<file path="config.mk">
export PLATFORM = sky130hd
export DESIGN_NAME = led_scan_ctrl
export DESIGN_NICKNAME = d
export VERILOG_FILES = /design/src/rtl/led_ctrl_pkg.sv /design/src/rtl/step_tick.sv /design/src/rtl/led_scan_ctrl.sv
export SDC_FILE = /design/constraint.sdc
export NUM_CORES = 1
export LEC_CHECK = 0
export ABC_AREA = 1
export BUFFER_PORTS_ARGS = -buffer_cell sky130_fd_sc_hd__buf_2
export CORE_ASPECT_RATIO = 1.1
export CORE_MARGIN = 2
export CORE_UTILIZATION = 64
export CTS_CLUSTER_DIAMETER = 40
export DETAILED_ROUTE_END_ITERATION = 16
export PLACE_DENSITY = 0.85
export SLEW_MARGIN = 5
export SYNTH_ARGS = -nofsm -noshare
export SYNTH_HDL_FRONTEND = slang
export SYNTH_SLANG_ARGS = --single-unit
</file>
<file path="constraint.sdc">
create_clock -name clk_i -period 3.13 [get_ports clk_i]
set_clock_uncertainty 0.2 [all_clocks]
set_input_delay 0.626 -clock clk_i [delete_from_list [all_inputs] [get_ports clk_i]]
set_output_delay 0.626 -clock clk_i [all_outputs]
set_load 0.005 [all_outputs]
</file>
<file path="src/rtl/led_ctrl_pkg.sv">
`default_nettype none
// ============================================================================
// Module   : led_ctrl_pkg
// Purpose  : Shared definitions for the LED scan sequencer: MODE encodings,
//            controller state enum and the scan-advance helper.
// Ports    : none (package)
// Revision : 1.0 - initial release
// ============================================================================
package led_ctrl_pkg;

    localparam logic [1:0] MODE_MANUAL = 2'b00;
    localparam logic [1:0] MODE_UP     = 2'b01;
    localparam logic [1:0] MODE_DOWN   = 2'b10;
    localparam logic [1:0] MODE_PING   = 2'b11;

    typedef enum logic [1:0] {
        ST_MANUAL = 2'd0,
        ST_RUN    = 2'd1,
        ST_HOLD   = 2'd2
    } state_e;

    typedef struct packed {
        logic       dir_up;
        logic [2:0] pos;
    } scan_pos_t;

    // Next scan position. Up/down wrap through the 3-bit range. Ping-pong
    // turns around on the end value itself, so 7 and 0 each dwell one step.
    function automatic scan_pos_t scan_advance(input logic [1:0] mode,
                                               input scan_pos_t cur);
        scan_pos_t nxt;
        nxt = cur;
        if (mode == MODE_PING) begin
            if (cur.dir_up) begin
                if (cur.pos == 3'd7) begin
                    nxt.pos    = 3'd6;
                    nxt.dir_up = 1'b0;
                end else begin
                    nxt.pos = cur.pos + 3'd1;
                end
            end else begin
                if (cur.pos == 3'd0) begin
                    nxt.pos    = 3'd1;
                    nxt.dir_up = 1'b1;
                end else begin
                    nxt.pos = cur.pos - 3'd1;
                end
            end
        end else if (cur.dir_up) begin
            nxt.pos = cur.pos + 3'd1;
        end else begin
            nxt.pos = cur.pos - 3'd1;
        end
        return nxt;
    endfunction

endpackage : led_ctrl_pkg
`default_nettype wire

</file>
<file path="src/rtl/step_tick.sv">
`default_nettype none
// ============================================================================
// Module   : step_tick
// Purpose  : Scan-step prescaler. Counts 0..STEP_DIV-1 while enabled and
//            flags the terminal count. Clear has priority over enable;
//            when neither is active the count is frozen.
// Ports    : clk_i  - clock
//            rst_i  - synchronous active-high reset
//            clr_i  - force count to 0 (suppresses tick)
//            en_i   - advance count
//            tick_o - high while enabled at terminal count
// Revision : 1.0 - initial release
// ============================================================================
module step_tick #(
    parameter int unsigned STEP_DIV = 50_000_000
) (
    input  logic clk_i,
    input  logic rst_i,
    input  logic clr_i,
    input  logic en_i,
    output logic tick_o
);

    localparam int unsigned    CW     = (STEP_DIV > 1) ? $clog2(STEP_DIV) : 1;
    localparam logic [CW-1:0]  C_LAST = CW'(STEP_DIV - 1);

    logic [CW-1:0] cnt_q;
    logic [CW-1:0] cnt_d;
    logic          w_last;

    assign w_last = (cnt_q == C_LAST);
    assign tick_o = en_i & ~clr_i & w_last;

    always_comb begin
        cnt_d = cnt_q;
        if (clr_i) begin
            cnt_d = '0;
        end else if (en_i) begin
            cnt_d = w_last ? '0 : cnt_q + 1'b1;
        end
    end

    always_ff @(posedge clk_i) begin
        if (rst_i) begin
            cnt_q <= '0;
        end else begin
            cnt_q <= cnt_d;
        end
    end

endmodule : step_tick
`default_nettype wire

</file>
<file path="src/rtl/led_scan_ctrl.sv">
`default_nettype none
// ============================================================================
// Module   : led_scan_ctrl
// Purpose  : Sequencer for an 8-LED one-hot bank. Selects the LED code from
//            the switches (manual) or a timed scan (up, down, ping-pong)
//            with a push-button pause. All outputs registered.
// Ports    : clk_i        - board clock
//            rst_i        - synchronous active-high reset
//            sw0_i..sw2_i - manual code {sw2,sw1,sw0}
//            mode_i       - 00 manual, 01 up, 10 down, 11 ping-pong
//            btn_pause_i  - debounced level; rising edge toggles pause
//            sel_o        - current LED code
//            led_o        - one-hot of sel_o
//            step_o       - one-cycle pulse when the scan advances
//            paused_o     - high while the scan is held
// Revision : 1.0 - initial release
// ============================================================================
module led_scan_ctrl
    import led_ctrl_pkg::*;
#(
    parameter int unsigned STEP_DIV = 50_000_000
) (
    input  logic       clk_i,
    input  logic       rst_i,
    input  logic       sw0_i,
    input  logic       sw1_i,
    input  logic       sw2_i,
    input  logic [1:0] mode_i,
    input  logic       btn_pause_i,
    output logic [2:0] sel_o,
    output logic [7:0] led_o,
    output logic       step_o,
    output logic       paused_o
);

    logic [1:0] mode_q;
    logic       btn_q;
    state_e     state_q,  state_d;
    logic [2:0] sel_q,    sel_d;
    logic       dir_up_q, dir_up_d;
    logic [7:0] led_q,    led_d;
    logic       step_q,   step_d;
    logic       paused_q, paused_d;

    logic [2:0] w_sw;
    logic       w_mode_chg;
    logic       w_pause_edge;
    logic       w_tick;
    logic       w_tick_clr;
    logic       w_tick_en;
    scan_pos_t  w_next;

    assign w_sw         = {sw2_i, sw1_i, sw0_i};
    assign w_mode_chg   = (mode_i != mode_q);
    assign w_pause_edge = btn_pause_i & ~btn_q;

    // Prescaler runs only in RUN; it is held at 0 in MANUAL and restarted on
    // every mode change, and simply frozen in HOLD so resume keeps the phase.
    assign w_tick_clr = w_mode_chg | (state_q == ST_MANUAL);
    assign w_tick_en  = (state_q == ST_RUN);

    step_tick #(
        .STEP_DIV (STEP_DIV)
    ) u_step_tick (
        .clk_i  (clk_i),
        .rst_i  (rst_i),
        .clr_i  (w_tick_clr),
        .en_i   (w_tick_en),
        .tick_o (w_tick)
    );

    assign w_next = scan_advance(mode_q, '{dir_up: dir_up_q, pos: sel_q});

    always_comb begin
        state_d  = state_q;
        sel_d    = sel_q;
        dir_up_d = dir_up_q;
        step_d   = 1'b0;
        paused_d = paused_q;

        // A mode change overrides any tick or pause edge in the same cycle.
        if (w_mode_chg) begin
            sel_d    = w_sw;
            paused_d = 1'b0;
            if (mode_i == MODE_MANUAL) begin
                state_d = ST_MANUAL;
            end else begin
                state_d  = ST_RUN;
                dir_up_d = (mode_i != MODE_DOWN);
            end
        end else begin
            case (state_q)
                ST_MANUAL: begin
                    sel_d    = w_sw;
                    paused_d = 1'b0;
                end
                ST_RUN: begin
                    // A tick coinciding with a pause edge still steps.
                    if (w_tick) begin
                        sel_d    = w_next.pos;
                        dir_up_d = w_next.dir_up;
                        step_d   = 1'b1;
                    end
                    if (w_pause_edge) begin
                        state_d  = ST_HOLD;
                        paused_d = 1'b1;
                    end
                end
                ST_HOLD: begin
                    if (w_pause_edge) begin
                        state_d  = ST_RUN;
                        paused_d = 1'b0;
                    end
                end
                default: begin
                    state_d  = ST_MANUAL;
                    paused_d = 1'b0;
                end
            endcase
        end

        // Decode from the next code so LED and SEL update on the same edge.
        led_d = 8'b0000_0001 << sel_d;
    end

    always_ff @(posedge clk_i) begin
        if (rst_i) begin
            mode_q   <= MODE_MANUAL;
            btn_q    <= 1'b0;
            state_q  <= ST_MANUAL;
            sel_q    <= 3'd0;
            dir_up_q <= 1'b1;
            led_q    <= 8'h01;
            step_q   <= 1'b0;
            paused_q <= 1'b0;
        end else begin
            mode_q   <= mode_i;
            btn_q    <= btn_pause_i;
            state_q  <= state_d;
            sel_q    <= sel_d;
            dir_up_q <= dir_up_d;
            led_q    <= led_d;
            step_q   <= step_d;
            paused_q <= paused_d;
        end
    end

    assign sel_o    = sel_q;
    assign led_o    = led_q;
    assign step_o   = step_q;
    assign paused_o = paused_q;

endmodule : led_scan_ctrl
`default_nettype wire

</file>
==> impl_metrics.json <==
{
  "status": "complete, no violations",
  "async_reset_ff_share_pct": 0,
  "grt_use_total_pct": 26.3,
  "cpMostUsedCell": "nand2_1",
  "grt_overflow": 0,
  "synth_common_cells": "nand2_1, nor2_1, dfxtp_1",
  "worst_pin_slew_ns": 0.374,
  "htree_num_levels": 2,
  "synth_top_area_cell": "dfxtp_1",
  "critPathCaptureType": "flip-flop",
  "ys_types": 37,
  "diodes": 0,
  "gp_congestion": 0.891,
  "cts.clk_slew.worst_paths_ns": 0.09,
  "crit_buf_inv": 1,
  "drive_gt1_share_pct": 17.7,
  "layout_setup_ws_ns": 1.04,
  "grt_antenna_before_repair": 0,
  "yosys_warnings": 0,
  "cts_root_buf": "clkbuf_8",
  "synth.most_common_cell": "nand2_1",
  "slew_violations": 0,
  "post_drt_via_cell_ratio": 5.40,
  "critPathArrivalTime_ns": 2.09,
  "syn_nets": 369,
  "whs_ns": 0.263,
  "synth_edf_count": 0,
  "crit_chain": "inv_1 > ha_1 > ha_1 > o211ai_1 > nand2_1 > nand3_1 > nand3_1 > nand2_1 > nand2_1 > nand2_1 > nor2_1",
  "io_pins": 21,
  "seq_area_frac_synth_pct": 37.0,
  "fin_crit_ns": 2.09,
  "critPathMaxFanout": 4,
  "numCtsBuffers": 5,
  "fmax_mhz": 479,
  "antenna_left": 0,
  "wire_per_inst_um": 12.5,
  "dp.final_hpwl_um": 4070,
  "fin_crit_sh_pct": 66.7,
  "synthTopCellsByArea": "dfxtp_1, nand2_1, nor2_1",
  "cts_hold_buf": 0,
  "startpoint_type": "flip-flop",
  "drt_iter0_markers": 198,
  "worstSkewPairLatency_ns": 0.30,
  "path_delay_family": "simple AND/OR/NAND/NOR gates",
  "place_ws_ns": 0.802,
  "critPathKind": "reg -> reg",
  "ys_ff_latch": 45,
  "finalSetupTns_ns": 0,
  "post-cts-setup-buffers": 0,
  "die_h_um": 68.7,
  "core-area_um2": 3650,
  "nets": 392,
  "dieWidth_um": 62.8,
  "drc_errors": 0,
  "yosys.area.top_type_share_pct": 37.0,
  "cts_resized": 0,
  "cts_tree": "built",
  "finalSetupViolCount": 0,
  "p_per_area_nw_per_um2": 442,
  "drv_cap": 0,
  "postLayoutCoreUtil_pct": 73.5,
  "grt_pass1_wl_um": 8830,
  "syn_area_per_cell_um2": 6.89,
  "p_leak_nw": 1.06,
  "crit_required_ns": 3.13,
  "fp-row-count": 23,
  "cts.path.max_buffers": 2,
  "cpMaxStageDelayCell": "dfxtp_1",
  "max_stage_delay_ns": 0.39,
  "wl_um": 5350,
  "irDropWorstVdd_mv": 0.342,
  "dr.pass1.iters": 7,
  "hold_path_class": "reg -> reg",
  "hold_viol_final": 0,
  "initial_utilization_pct": 66.7,
  "syn_area_um2": 2440,
  "relSlewSlack_pct": 74.8,
  "grt_pass1_vias": 2100,
  "area_delta_synth_final_pct": 10.3,
  "grt_max_degree": 16,
  "dieArea_um2": 4320,
  "synth_flop_cell": "dfxtp_1",
  "total_power_mw": 1.19,
  "routed-via-count": 2311,
  "numClockSinks": 45,
  "rsz0062_at_grt": "false",
  "synth_cells": 354,
  "io_buffer_count": 20
}
==> layout make-up <==
type | instances | area, um2
multi-input combinational | 255 | 1320
clock buffer | 5 | 68.8
clock inverter | 3 | 46.3
fill | 318 | 967
tap | 50 | 62.6
sequential | 45 | 901
inverter | 50 | 190
timing repair buffer | 20 | 100
==> worst register-to-register path: stages, from the launching register on <==
cell	delay, ns
dfxtp_1	0.39
inv_1	0.10
ha_1	0.25
ha_1	0.29
o211ai_1	0.16
nand2_1	0.07
nand3_1	0.08
nand3_1	0.11
nand2_1	0.10
nand2_1	0.08
nand2_1	0.10
nor2_1	0.06
==> stage by stage <==
step / instances / instance area (um2)
2_1_floorplan: 354 / 2440
3_3_place_gp: 420 / 2570
3_5_place_dp: 420 / 2570
4_1_cts: 428 / 2690
5_1_grt: 428 / 2690
6_report: 428 / 2690
==> report_power, final <==
part           total, mW  switching [mW]  leakage [nW]  internal (mW)
Combinational      0.139          0.0884         0.638         0.0503
Clock              0.447           0.208        0.0543          0.239
Sequential         0.602          0.0135         0.366          0.588
==> layout by cell type, fill, tap and decap left out, types with 2 or more instances in the layout <==
cell / netlist / final
a21oi_1: 20 / 20
a221oi_1: 3 / 3
buf_2: 1 / 20
clkbuf_8: 0 / 5
dfxtp_1: 45 / 45
ha_1: 7 / 7
inv_1: 40 / 40
inv_2: 9 / 9
nand2_1: 65 / 65
nand2_2: 11 / 11
nand3_1: 20 / 20
nand3_2: 2 / 2
nand4_1: 4 / 4
nor2_1: 63 / 63
nor2_2: 7 / 7
nor2_4: 3 / 3
nor3_1: 11 / 11
nor3_2: 2 / 2
o21a_1: 2 / 2
o21ai_0: 11 / 11
o21ai_1: 2 / 2
o22ai_1: 4 / 4
xnor2_1: 2 / 2
xor2_1: 6 / 6
==> per-layer routing <==
layer	vias up	routed length, um	track usage, %
li1	1181	-	-
met2	89	2640	48.4
met5	-	0	0
met4	0	169	13.3
met1	1024	2240	29.2
met3	17	301	5.84
==> sequential cells by signal (all words and copies together) (netlist names) <==
name	count
sel_o	3
dir_up_q	1
mode_q	2
u_step_tick.cnt_q	26
state_q	2
paused_o	1
step_o	1
led_o	8
btn_q	1
==> cells by family after synthesis <==
group / count (synthesis) / synth area share (%)
DFF: 45 / 37.0
and+or+nand+nor: 193 / 36.3
xor gates and xnor gates: 8 / 2.87
buffers and inverters: 54 / 8.93
adders and majority gates: 7 / 3.59
AOI/OAI and AO/OA: 47 / 11.3
==> final timing paths <==
kind | from | end | slack, ns | cells past startpoint
setup / recovery | sel_o[0] | led_o[3] | 1.04 | 11
hold / removal | u_step_tick.cnt_q[23] | u_step_tick.cnt_q[23] | 0.26 | 1
setup reg to reg | sel_o[0] | led_o[3] | 1.04 | 11
hold reg to reg | u_step_tick.cnt_q[23] | u_step_tick.cnt_q[23] | 0.26 | 1
Power figures use the tool's default switching activity.
